## config.mk

```make
export PLATFORM = sky130hd
export DESIGN_NAME = dot_product_collector
export DESIGN_NICKNAME = d
export VERILOG_FILES = /design/src/rtl/dp_pkg.sv /design/src/rtl/dot_product_collector_sat_accumulator.sv /design/src/rtl/dot_product_collector.sv
export SDC_FILE = /design/constraint.sdc
export NUM_CORES = 1
export LEC_CHECK = 0
export CORE_UTILIZATION = 40
export CTS_CLUSTER_SIZE = 24
export DETAILED_ROUTE_END_ITERATION = 6
export PLACE_DENSITY = 0.71
export SYNTH_ARGS = -nofsm -noshare
export SYNTH_HDL_FRONTEND = slang
export SYNTH_SLANG_ARGS = --single-unit
```

## constraint.sdc

```tcl
create_clock -name clk -period 2.2 [get_ports clk]
set_input_delay 0.66 -clock clk [delete_from_list [all_inputs] [get_ports clk]]
set_output_delay 0.66 -clock clk [all_outputs]
set_load 0.02 [all_outputs]
```

## src/rtl/dp_pkg.sv

```systemverilog
// dp_pkg
//   Shared definitions for the unary product array and its dot-product
//   collector: the collector state encoding and helpers that derive the
//   adder-tree and accumulator widths from the lane operand width and the
//   number of lanes.
package dp_pkg;

  typedef enum logic [1:0] {
    ST_IDLE  = 2'd0,
    ST_ACCUM = 2'd1,
    ST_HOLD  = 2'd2
  } dp_state_e;

  // Width of the popcount of num_prods single-bit lane outputs.
  function automatic int dp_tree_w(input int num_prods);
    return $clog2(num_prods + 1);
  endfunction

  // Every lane contributes at most (2^width-1)^2 ones per op, so the sum of
  // num_prods lanes fits in tree width + 2*width bits.
  function automatic int dp_acc_w(input int width, input int num_prods);
    return dp_tree_w(num_prods) + 2 * width;
  endfunction

endpackage

```

## src/rtl/dot_product_collector_sat_accumulator.sv

```systemverilog
// sat_accumulator
//   Saturating binary accumulator. Adds a zero-extended IN_W-bit value to an
//   ACC_W-bit running total each enabled cycle; on overflow the total clips at
//   all-ones and a sticky saturation flag is raised until the next clear.
// Ports
//   clk       in   clock
//   reset     in   synchronous active-high reset (total and flag to 0)
//   clear     in   start a new accumulation (wins over en)
//   en        in   add `in` this cycle
//   in        in   IN_W   value to add
//   acc       out  ACC_W  registered running total
//   sat_flag  out  registered sticky overflow flag
module sat_accumulator #(
  parameter int IN_W  = 5,
  parameter int ACC_W = 13
) (
  input  logic             clk,
  input  logic             reset,
  input  logic             clear,
  input  logic             en,
  input  logic [IN_W-1:0]  in,
  output logic [ACC_W-1:0] acc,
  output logic             sat_flag
);

  logic [ACC_W-1:0] acc_q, acc_d;
  logic             sat_q, sat_d;
  logic [ACC_W:0]   sum_wide;

  always_comb begin
    // One extra bit catches the carry out of the ACC_W-bit add.
    sum_wide = {1'b0, acc_q} + (ACC_W + 1)'(in);
    acc_d    = acc_q;
    sat_d    = sat_q;
    if (clear) begin
      acc_d = '0;
      sat_d = 1'b0;
    end else if (en) begin
      if (sum_wide[ACC_W]) begin
        acc_d = '1;
        sat_d = 1'b1;
      end else begin
        acc_d = sum_wide[ACC_W-1:0];
      end
    end
  end

  always_ff @(posedge clk) begin
    if (reset) begin
      acc_q <= '0;
      sat_q <= 1'b0;
    end else begin
      acc_q <= acc_d;
      sat_q <= sat_d;
    end
  end

  assign acc      = acc_q;
  assign sat_flag = sat_q;

endmodule

```

## src/rtl/dot_product_collector.sv

```systemverilog
// dot_product_collector
//   Downstream stage of the unary product array. Integrates the per-cycle
//   popcount of all lane outputs into a binary dot product, detects when every
//   enabled lane has finished, and presents result plus status on a
//   valid/ready output. A cycle-count watchdog ends ops whose lanes never
//   report done.
// Ports
//   clk, reset     clock and synchronous active-high reset
//   start          launch an op (same cycle the lanes see their input)
//   lane_mask      lanes taking part, captured when start is accepted
//   start_ready    start is accepted this cycle
//   lane_done      per-lane done flags
//   tree_sum       popcount of the lane unary outputs this cycle
//   result_valid   result/status valid (held until result_ready)
//   result_ready   consumer accepts the result
//   result         accumulated dot product
//   cycles         ACCUM cycles spent on the op
//   timeout        op ended by the watchdog
//   saturated      accumulator clipped at all-ones during the op
//   busy           collector is not idle
module dot_product_collector
  import dp_pkg::*;
#(
  parameter int WIDTH      = 4,
  parameter int NUM_PRODS  = 16,
  parameter int TREE_W     = dp_tree_w(NUM_PRODS),
  parameter int ACC_W      = dp_acc_w(WIDTH, NUM_PRODS),
  parameter int MAX_CYCLES = 256,
  parameter int CNT_W      = $clog2(MAX_CYCLES + 1)
) (
  input  logic                 clk,
  input  logic                 reset,
  input  logic                 start,
  input  logic [NUM_PRODS-1:0] lane_mask,
  output logic                 start_ready,
  input  logic [NUM_PRODS-1:0] lane_done,
  input  logic [TREE_W-1:0]    tree_sum,
  output logic                 result_valid,
  input  logic                 result_ready,
  output logic [ACC_W-1:0]     result,
  output logic [CNT_W-1:0]     cycles,
  output logic                 timeout,
  output logic                 saturated,
  output logic                 busy
);

  // Value of the cycle counter during the last cycle the watchdog allows.
  localparam logic [CNT_W-1:0] LAST_CYCLE = CNT_W'(MAX_CYCLES - 1);

  dp_state_e            state_q, state_d;
  logic [NUM_PRODS-1:0] mask_q, mask_d;
  logic [CNT_W-1:0]     cycles_q, cycles_d;
  logic                 timeout_q, timeout_d;
  logic                 result_valid_q, result_valid_d;

  logic                 all_done;
  logic                 accept_start;
  logic                 acc_clear;
  logic                 acc_en;

  // Masked-off lanes count as done, so an empty mask completes immediately.
  assign all_done     = &(lane_done | ~mask_q);
  assign start_ready  = (state_q == ST_IDLE) ||
                        ((state_q == ST_HOLD) && result_ready);
  assign accept_start = start && start_ready;

  always_comb begin
    state_d        = state_q;
    mask_d         = mask_q;
    cycles_d       = cycles_q;
    timeout_d      = timeout_q;
    result_valid_d = result_valid_q;
    acc_clear      = 1'b0;
    acc_en         = 1'b0;

    case (state_q)
      ST_IDLE: begin
        // Launch is handled below, shared with the back-to-back path.
      end
      ST_ACCUM: begin
        // The completion cycle still carries the lanes' last output.
        acc_en   = 1'b1;
        cycles_d = cycles_q + CNT_W'(1);
        if (all_done) begin
          state_d        = ST_HOLD;
          result_valid_d = 1'b1;
        end else if (cycles_q == LAST_CYCLE) begin
          state_d        = ST_HOLD;
          timeout_d      = 1'b1;
          result_valid_d = 1'b1;
        end
      end
      ST_HOLD: begin
        if (result_ready) begin
          state_d        = ST_IDLE;
          result_valid_d = 1'b0;
        end
      end
      default: begin
        state_d        = ST_IDLE;
        result_valid_d = 1'b0;
      end
    endcase

    // start_ready already restricts this to IDLE or an accepted HOLD.
    if (accept_start) begin
      state_d        = ST_ACCUM;
      mask_d         = lane_mask;
      cycles_d       = '0;
      timeout_d      = 1'b0;
      result_valid_d = 1'b0;
      acc_clear      = 1'b1;
    end
  end

  always_ff @(posedge clk) begin
    if (reset) begin
      state_q        <= ST_IDLE;
      mask_q         <= '0;
      cycles_q       <= '0;
      timeout_q      <= 1'b0;
      result_valid_q <= 1'b0;
    end else begin
      state_q        <= state_d;
      mask_q         <= mask_d;
      cycles_q       <= cycles_d;
      timeout_q      <= timeout_d;
      result_valid_q <= result_valid_d;
    end
  end

  sat_accumulator #(
    .IN_W  (TREE_W),
    .ACC_W (ACC_W)
  ) u_acc (
    .clk      (clk),
    .reset    (reset),
    .clear    (acc_clear),
    .en       (acc_en),
    .in       (tree_sum),
    .acc      (result),
    .sat_flag (saturated)
  );

  assign result_valid = result_valid_q;
  assign cycles       = cycles_q;
  assign timeout      = timeout_q;
  assign busy         = (state_q != ST_IDLE);

endmodule

```

==> results.md, run 1 <==
- Met2 WL: approximately 2300 um
- Final min period: between 2 and 2.5 ns
- GRT Total Usage: slightly below 20%
- CTS tree: yes
- Non-Filler Instances: 375
- Critical path type: input port to flop
- DR vias/cell: 4.97
- Number of fill cells: ~440
- Wire length per cell: around 13 um
- Asr flop ratio synth: 0%
- Worst setup SP type: input port
- GPL Wtd Cong: 0.846
- Drt pass-1 iters: 4
- Port Buffers: 67
- # rows: 25
- Pwr Density: 557 nW/um2
- Routed wire length: slightly below 5000 um
- Worst hold path type: flop to flop
- Largest net degree at the start of global routing: 18
- Synthesized cell area: roughly 2100 um2
- Die width: approximately 74 um
- Dpl hpwl: approximately 3600 um
- Seq cells post-synth: between 40 and 50
- Via count: approximately 1900
- Met3 wire length: around 210 um
- Met1 Routed Length: between 2000 and 2500 um
- Crit-path max FO: 5
- Die H: 73.8 um
- Root Driver: clkbuf_8
- Reg power frac: a little under half
- Fin nets: 356
- Initial drt markers: 76
- # clock sinks: 42
- Int Pwr: approximately 0.0013 W
- DIE AREA: between 5000 and 6000 um2
- Dpl cells: between 300 and 400
- Skew final: between 0.006 and 0.007 ns
- Switching power: 0.000451 W
- Area contributors post-synth: dfxtp_1, mux2i_1, nor2_1
- Clk pin slew, worst setup/hold paths: around 0.080 ns
- Seq/Total Area, Yosys: about two fifths
- Slew HR: about 70%
- Synth cell count leaders: dfxtp_1, nor2_1, mux2i_1
- Setup Viol. Count Final: 0
- Synthesis warning total: 0
- Mapped Nets: between 200 and 300
- Slack of the critical path: 0.0574 ns
- Total gr overflow: 0
- Clock power frac: a little under a third
- Syn_area_per_cell: between 9 and 10 um2
- Crit end category: flop
- EDFF count, synth: 0
- Final Hold Fails: 0
- Area growth syn-to-layout: 48.5%
- Initial Utilization: between 40% and 50%
- Pwr Total: roughly 0.0017 W
- Pins Over Slew Limit: 0
- Remaining DRCs: 0
- Largest area contributor in the netlist: dfxtp_1
- Top Metal Used: met4
- CP Data Required Time: 2.39 ns
- CP arrival: around 2.3 ns
- CORE AREA: approximately 4800 um2
- Initial antenna violation count: 0
- Clock Latency Late Sink: around 0.3 ns
- Fmax: between 400 and 500 MHz
- Ratio of cells with drive above 1 in the final layout: between 10 and 15%
- MaxCap Viol Count: 0
- Number of global-route vias before repair: about 1800
- Antenna fix cells: 0
- Dominant synthesized flop cell: dfxtp_1
- Ports: 68
- Max VDD drop: around 300 uV
- Switching part of the total: between 20% and 30%
- Run status: complete, no violations
- Worst-margin pin slew: 0.455 ns
- Pre-CTS setup slack: -0.489 ns
- Clock buffer depth: 2
- Num CTS Buffers: 5
- Fin util: a little over three fifths
- Combinational fraction of design power: 21.8%
- Gate Count Post-Synth: about 220
- ANT nets after route: 0
- Final worst path period share: 97.4%
- Post-synth top area share: ~41%
- Setup TNS Final: 0 ns
- Leakage: roughly 1.2 nW
- Top-count cell post-synth: dfxtp_1
- H-tree depth: 2
- Yosys cell types: 47
- First-pass GRT wire length: just over 8000 um
## kinds of logic after synthesis
kind of cell | synth area share, %
simple gates | 22.2
compound gates | 15.9
flops | 40.7
fa+ha+maj | 5.21
xor+xnor | 4.24
mux | 7.76
buf+inv | 3.88
## power groups by stage
stage / logic (W) / registers [W] / clock network (W)
floorplan: 0.000178 / 0.000844 / 0
global placement: 0.000356 / 0.000835 / 0
detailed placement: 0.000359 / 0.000837 / 0
CTS: 0.000362 / 0.000819 / 0.000531
global route: 0.000410 / 0.000825 / 0.000557
finish: 0.000372 / 0.000820 / 0.000515
## worst max-delay path: stages
cell             delay (ns)
clkdlybuf4s50_1        0.50
ha_4                   0.21
nor2b_2                0.16
o31a_1                 0.32
o211ai_1               0.24
xor2_1                 0.16
a21oi_1                0.08
## registers in the layout, indices dropped and copies added (netlist names)
register,count
cycles,9
mask_q,16
state_q,2
timeout,1
u_acc.acc,13
u_acc.sat_flag,1
## per-layer routing
metal / vias to the layer above / track usage [%]
li1: 946 / -
met1: 866 / 24.0
met2: 42 / 32.3
met3: 10 / 4.39
met4: 0 / 8.12
met5: - / 0
## per-stage QoR
| stage | cell area [um2] | hold slack, ns |
|---|---|---|
| global placement | 2910 | 0.437 |
| floorplan | 2060 | 0.452 |
| detailed placement | 2910 | 0.440 |
| global route | 3070 | 0.467 |
| finish | 3070 | 0.449 |
| CTS | 3020 | 0.455 |
## final timing paths
| kind | start | end | slack (ns) | depth (start not counted) |
|---|---|---|---|---|
| setup / recovery | tree_sum[2] | u_acc.acc[10] | 0.06 | 7 |
| hold / removal | u_acc.sat_flag | u_acc.sat_flag | 0.45 | 2 |
| setup reg to reg | u_acc.acc[0] | u_acc.acc[12] | 0.26 | 8 |
| hold reg to reg | u_acc.sat_flag | u_acc.sat_flag | 0.45 | 2 |
## cell type report
cell class | instances | area (um2) | share of cell area (%)
Tap cell | 67 | 83.8 | 2.73
Multi-Input combinational cell | 164 | 1190 | 38.8
Clock inverter | 1 | 5.00 | 0.163
Sequential cell | 42 | 841 | 27.4
Timing Repair Buffer | 83 | 820 | 26.7
Inverter | 11 | 41.3 | 1.35
Clock buffer | 7 | 86.3 | 2.82
## what timing repair did
| item | CTS | global route |
|---|---|---|
| endpoints found under the setup margin | 7 | 17 |
| setup buffers | 1 | 1 |
| hold buffers | 0 | 0 |
| gates resized for setup | 12 | 7 |
| pin swaps | 6 | 5 |
| gates cloned | 0 | 0 |
## layout by cell type, fill, tap and decap left out, types with 3 or more instances in the layout
| cell | count |
|---|---|
| mux2i_1 | 16 |
| a21oi_1 | 14 |
| nor3_1 | 4 |
| nand4_1 | 5 |
| o21ai_0 | 6 |
| dfxtp_1 | 42 |
| xor2_1 | 9 |
| nor2_1 | 34 |
| a2111oi_0 | 3 |
| buf_4 | 14 |
| inv_1 | 10 |
| ha_1 | 4 |
| nand2_1 | 7 |
| a21oi_2 | 3 |
| clkbuf_8 | 6 |
| clkdlybuf4s50_1 | 62 |
| nor2b_1 | 13 |
No activity file was read; power rests on OpenSTA's default activity.
==> run 2: changes to the inputs <==
--- a/config.mk
+++ b/config.mk
@@ -6,6 +6,7 @@
 export NUM_CORES = 1
 export LEC_CHECK = 0
 export CORE_UTILIZATION = 40
+export CTS_CLUSTER_DIAMETER = 150
 export CTS_CLUSTER_SIZE = 24
 export DETAILED_ROUTE_END_ITERATION = 6
 export PLACE_DENSITY = 0.71
==> results of run 2 <==
Same layout as run 1: the final DEF is identical, and so are final timing and power.
==> run 3: changes to the inputs <==
--- a/config.mk
+++ b/config.mk
@@ -7,7 +7,7 @@
 export LEC_CHECK = 0
 export CORE_UTILIZATION = 40
 export CTS_CLUSTER_DIAMETER = 150
-export CTS_CLUSTER_SIZE = 24
+export CTS_CLUSTER_SIZE = 28
 export DETAILED_ROUTE_END_ITERATION = 6
 export PLACE_DENSITY = 0.71
 export SYNTH_ARGS = -nofsm -noshare
==> results of run 3 <==
Same layout as run 1: the final DEF is identical, and so are final timing and power.
